==> config.mk <==
export PLATFORM = sky130hd
export DESIGN_NAME = addr_hash_pipe
export DESIGN_NICKNAME = d
export VERILOG_FILES = /design/src/rtl/addr_hash_pipe.sv
export SDC_FILE = /design/constraint.sdc
export NUM_CORES = 2
export LEC_CHECK = 0
export BUFFER_PORTS_ARGS = -buffer_cell sky130_fd_sc_hd__buf_2
export CORE_MARGIN = 10
export CORE_UTILIZATION = 49
export CTS_CLUSTER_DIAMETER = 40
export CTS_CLUSTER_SIZE = 30
export DETAILED_ROUTE_END_ITERATION = 8
export MAX_ROUTING_LAYER = met4
export PLACE_DENSITY = 0.7
export REMOVE_ABC_BUFFERS = 1
export SLEW_MARGIN = 0
export SYNTH_ARGS = -nofsm -noshare
export SYNTH_HDL_FRONTEND = slang
export SYNTH_SLANG_ARGS = --single-unit
==> constraint.sdc <==
create_clock -name clk -period 6.4 [get_ports clk]
set_input_delay 0.32 -clock clk [delete_from_list [all_inputs] [get_ports clk]]
set_output_delay 0.32 -clock clk [all_outputs]
set_load 0.05 [all_outputs]
==> src/rtl/addr_hash_pipe.sv <==
`default_nettype none
// ----------------------------------------------------------------------------
// addr_hash_pipe: 3-stage fold / multiply-add-shift address-to-bucket hasher
// Rev 1.0
// ----------------------------------------------------------------------------
module addr_hash_pipe #(
  parameter int ADDR_WIDTH     = 64,
  parameter int MAX_LG_BUCKETS = 16,
  parameter int TAG_WIDTH      = 8
) (
  input  logic                        clk,
  input  logic                        rst_n,
  input  logic                        in_valid,
  output logic                        in_ready,
  input  logic [ADDR_WIDTH-1:0]       in_addr,
  input  logic [TAG_WIDTH-1:0]        in_tag,
  output logic                        out_valid,
  input  logic                        out_ready,
  output logic [MAX_LG_BUCKETS-1:0]   out_bucket,
  output logic [TAG_WIDTH-1:0]        out_tag,
  input  logic                        cfg_valid,
  output logic                        cfg_ready,
  input  logic [31:0]                 cfg_num_buckets,
  input  logic [ADDR_WIDTH/2-1:0]     cfg_coe_a,
  input  logic [ADDR_WIDTH/2-1:0]     cfg_coe_b,
  output logic                        cfg_err
);

  localparam int W   = ADDR_WIDTH / 2;
  localparam int LGW = $clog2(W + 1);

  typedef enum logic [1:0] {
    RUN   = 2'd0,
    DRAIN = 2'd1,
    APPLY = 2'd2
  } state_t;

  state_t                    state;
  logic [LGW-1:0]            lg;
  logic [W-1:0]              coe_a;
  logic [W-1:0]              coe_b;

  logic                      s1_valid;
  logic [W-1:0]              s1_x;
  logic [TAG_WIDTH-1:0]      s1_tag;
  logic                      s2_valid;
  logic [W-1:0]              s2_prod;
  logic [TAG_WIDTH-1:0]      s2_tag;

  logic                      advance;
  logic                      accept;
  logic [W-1:0]              fold;
  logic [W-1:0]              hash;
  logic [LGW-1:0]            shamt;
  logic [MAX_LG_BUCKETS-1:0] bucket;

  logic [31:0]               n_m1;
  logic [5:0]                req_lg;
  logic                      clamp;
  logic [LGW-1:0]            lg_next;

  assign advance  = !out_valid || out_ready;
  // A pending config blocks new requests in the very cycle it is seen.
  assign in_ready = (state == RUN) && advance && !cfg_valid;
  assign accept   = in_valid && in_ready;

  assign fold   = in_addr[ADDR_WIDTH-1:W] ^ in_addr[W-1:0];
  assign hash   = s2_prod + coe_b;
  assign shamt  = LGW'(W) - lg;
  assign bucket = (lg == '0) ? '0 : MAX_LG_BUCKETS'(hash >> shamt);

  // ceil(log2(n)) is the bit length of n-1 for n >= 2.
  assign n_m1 = cfg_num_buckets - 32'd1;
  always_comb begin
    req_lg = '0;
    if (cfg_num_buckets > 32'd1) begin
      for (int i = 0; i < 32; i++) begin
        if (n_m1[i]) req_lg = 6'(i + 1);
      end
    end
  end
  assign clamp   = req_lg > 6'(MAX_LG_BUCKETS);
  assign lg_next = clamp ? LGW'(MAX_LG_BUCKETS) : LGW'(req_lg);

  always_ff @(posedge clk or negedge rst_n) begin
    if (!rst_n) begin
      state     <= RUN;
      cfg_ready <= 1'b0;
      cfg_err   <= 1'b0;
      lg        <= '0;
      coe_a     <= W'(1);
      coe_b     <= '0;
    end else begin
      cfg_ready <= 1'b0;
      case (state)
        RUN: begin
          if (cfg_valid) state <= DRAIN;
        end
        DRAIN: begin
          if (!s1_valid && !s2_valid && !out_valid) begin
            state     <= APPLY;
            cfg_ready <= 1'b1;
          end
        end
        APPLY: begin
          lg    <= lg_next;
          coe_a <= cfg_coe_a;
          coe_b <= cfg_coe_b;
          if (clamp) cfg_err <= 1'b1;
          state <= RUN;
        end
        default: state <= RUN;
      endcase
    end
  end

  // All stages move in lockstep; a stalled output freezes the whole pipe.
  always_ff @(posedge clk or negedge rst_n) begin
    if (!rst_n) begin
      s1_valid   <= 1'b0;
      s1_x       <= '0;
      s1_tag     <= '0;
      s2_valid   <= 1'b0;
      s2_prod    <= '0;
      s2_tag     <= '0;
      out_valid  <= 1'b0;
      out_bucket <= '0;
      out_tag    <= '0;
    end else if (advance) begin
      s1_valid  <= accept;
      s2_valid  <= s1_valid;
      out_valid <= s2_valid;
      if (accept) begin
        s1_x   <= fold;
        s1_tag <= in_tag;
      end
      if (s1_valid) begin
        s2_prod <= coe_a * s1_x;
        s2_tag  <= s1_tag;
      end
      if (s2_valid) begin
        out_bucket <= bucket;
        out_tag    <= s2_tag;
      end
    end
  end

endmodule
`default_nettype wire

==> Flow_metrics.wiki <==
{| class="wikitable"
! Metric !! Value
|-
| Fill count || 5,036
|-
| Share of synthesized flip-flops with an asynchronous set or reset || 100%
|-
| Finish-stage setup viols || 11
|-
| Number of different library cells in the post-synthesis netlist || 80
|-
| IO Port Bufs || 200
|-
| Remaining Overflow, GRT || 0
|-
| Req. time, crit path || 6.78 ns
|-
| Violated checks || setup timing
|-
| Post-Syn Area || 27,700 sq um
|-
| Via count of the first global-routing pass || 23,238
|-
| Crit path arrival time || 7.17 ns
|-
| Sink count of the clock tree || 181
|-
| Inserted Clock Buffers || 17
|-
| Most frequently used flop master after synthesis || dfrtp_1
|-
| Synthesized instance count || 3,130
|-
| Number of levels in the clock H-tree || 4
|-
| Reg2reg start || s1_x[2]
|-
| Number of rows created at floorplan || 87
|-
| Post-route core utilization || 57.2%
|-
| Routed wirelength normalized by instance count || 18.2 um
|-
| Most frequent cells after synthesis || inv_1 (525), nand2_1 (522), fa_1 (409)
|-
| Sequential share of the synthesized area || 16.4%
|-
| Antenna violations before repair || 4
|-
| Total length of routed wires || 76,100 um
|-
| Maximum root-to-sink buffer count || 2
|-
| Growth of design area from synthesis to finish || 16.1%
|-
| Crit path launch type || flip-flop
|-
| Kind of critical path || reg2reg
|-
| Number of flops mapped to enable cells by yosys || 0
|-
| Vias || 22,548
|-
| Max_cap viols || 0
|-
| Number of failing hold endpoints at the final stage || 0
|-
| Multi-input combinational cell area || 21,000 sq um
|-
| Last weighted congestion value of the routability-driven placer || 0.916
|-
| Delay-heaviest family, CP || adder cells
|-
| Reg2Reg Setup Slack || -0.39 ns
|-
| Die height || 258 um
|-
| Synthesized area divided by synthesized cell count || 8.85 sq um
|-
| Achievable clock frequency || 147 MHz
|-
| Clock tree from TritonCTS || done
|-
| Worst R2R Path Depth || 27
|-
| Run status || finished with violations
|-
| Number of detailed-routing iterations run before antenna repair || 6
|-
| Number of synthesis warnings || 0
|-
| Starting utilization of the core area || 49.3%
|-
| Total core area || 56,200 sq um
|-
| Buffer type at the clock tree root || clkbuf_16
|-
| Worst Clk Skew || 0.0193 ns
|-
| Die area || 66,400 sq um
|-
| Critical Path Start || s1_x[2]
|-
| Biggest area contributors in the synthesized netlist || fa_1 (30%), dfrtp_1 (16%), ha_1 (7.1%)
|-
| Headroom to the max-slew limit || 31.4%
|-
| Number of flip-flops and latches in the synthesized netlist || 181
|-
| Setup crit end || s2_prod[23]
|-
| Slowest stage cell on the critical path || fa_1
|-
| I/O Pins || 201
|-
| Instance count on the critical path || 27
|-
| Post-route setup slack || -0.394 ns
|-
| Worst reg2reg path endpoint || s2_prod[23]
|-
| RSZ-0062 raised after global routing || true
|-
| First-pass GRT wire length || 124,000 um
|-
| Largest fanout on the critical path || 4
|-
| Final clock period utilization by the worst path || 106%
|-
| Minimum setup slack after placement || -0.618 ns
|-
| Layout cells sized above 1 || 20.5%
|-
| Worst hold path class || in2reg
|-
| Worst Min Path Start || cfg_coe_b[11]
|-
| Die width || 258 um
|-
| Antenna Nets Post-Route || 0
|-
| DRC Markers || 0
|-
| Overall track demand over capacity in global routing || 24.0%
|-
| Setup TNS after final layout || -2.41 ns
|-
| Critical Path Sink Type || flip-flop
|-
| Drt via density || 5.39
|-
| Later-pin clock latency in the skew report || 0.52 ns
|-
| Shortest period the worst path allows || 6.79 ns
|-
| Register clock-pin slew on the reported worst setup and hold paths || 0.08 ns
|-
| Area used by sequential logic in the layout || 4550 sq um
|-
| Cell count after placement || 4,127
|-
| Tightest Pin Transition || 1.03 ns
|-
| Final net count || 4,149
|-
| Maximum number of pins on one net before global-route repair || 74
|-
| Count of routing violations after the opening detailed-route iteration || 1,579
|-
| Number of buffer and inverter instances along the worst setup path || 11
|-
| Critical path's largest stage delay || 0.54 ns
|-
| Most common cell in the synthesized netlist || inv_1
|-
| Most area-hungry cell type in the Yosys netlist || fa_1
|-
| Cell occurring most often along the worst timing path || fa_1
|-
| Final HPWL from detailed placement || 61,700 um
|-
| Final cell count without fillers || 4,181
|-
| Share of the synthesized area in the top cell type || 29.6%
|-
| Final Slew Violations || 0
|}
## registers in the layout, summed over array words and instances, names as in the netlist, 2 cells and up
signal      flops
coe_b          32
s1_tag          8
s1_x           32
s2_prod        32
s2_tag          8
lg              6
out_tag         8
out_bucket     16
coe_a          32
state           2
## cell type report
cell class,instances,area share (%)
well taps,756,2.94
flip-flops and latches,181,14.2
multi-input cells,2249,65.3
inverters,525,6.13
clock buffers,20,1.42
clock inverters,12,0.358
diodes,3,0.0234
repair buffers,435,9.68
## layout by cell type (no fill, tap or decap), types with 10 or more instances in the layout
cell	n
buf_12	22
dfrtp_2	17
o22ai_1	11
o21a_1	10
buf_2	199
a21o_1	21
inv_1	505
and3_1	12
o21ai_0	93
dfrtp_1	163
inv_2	20
nand2_1	510
and2_1	182
a21oi_2	11
a21oi_1	54
nand3_1	27
buf_6	14
nand4_1	15
or3_1	12
a211oi_1	26
clkbuf_16	17
ha_1	144
xnor2_1	116
xor2_1	40
nor2_1	82
nor3_1	30
mux2_2	100
mux2i_1	27
ha_4	10
o211ai_1	30
nand2b_1	20
buf_4	197
o21ai_1	22
nand2_2	11
fa_1	401
nor2b_1	12
o21bai_1	12
a31oi_1	12
## per-layer routing
layer	vias to the layer above	GRT usage [%]	wire length, um
li1	10505	-	-
met2	643	40.0	38500
met5	-	-	0
met3	103	3.67	3980
met4	0	6.40	1820
met1	11297	30.1	31800
## worst min-delay path by stage
stage | slack, ns | endpoint | depth (start not counted)
after floorplan | 0.02 | cfg_err | 0
after global placement | 0.36 | s1_tag[1] | 1
after detailed placement | 0.36 | out_tag[1] | 1
after CTS | 0.005 | coe_a[30] | 2
after global routing | 0.02 | s1_tag[0] | 2
final | 0.03 | coe_b[11] | 2
## cell families (layout without fill, tap and decap cells)
logic type | Yosys count | count (layout) | share of synthesized area (%)
AOI/OAI and AO/OA | 418 | 418 | 10.2
adders and majority gates | 567 | 567 | 36.7
and+or+nand+nor | 967 | 967 | 16.4
muxes | 135 | 135 | 5.65
xor gates and xnor gates | 162 | 162 | 5.12
other | 0 | 3 | 0
buffers and inverters | 700 | 992 | 9.51
DFF | 181 | 181 | 16.4
## stage by stage
| step | hold slack, ns | area (sq um) |
|---|---|---|
| floorplan | 0.0244 | 27000 |
| global placement | 0.360 | 30800 |
| detailed placement | 0.356 | 30800 |
| CTS | 0.00498 | 31700 |
| global route | 0.0217 | 32100 |
| finish | 0.0317 | 32100 |
## repair_timing
item                       in CTS  in global routing
hold buffers                    1                  0
buffers inserted               10                 10
setup endpoints to repair      14                 17
pin swaps                      32                 67
hold endpoints to repair       58                  0
gates resized for setup        56                 96
Power is left out: the tool's default activity adds up to more than one toggle a clock period on the data nets, which glitch-free logic cannot reach.
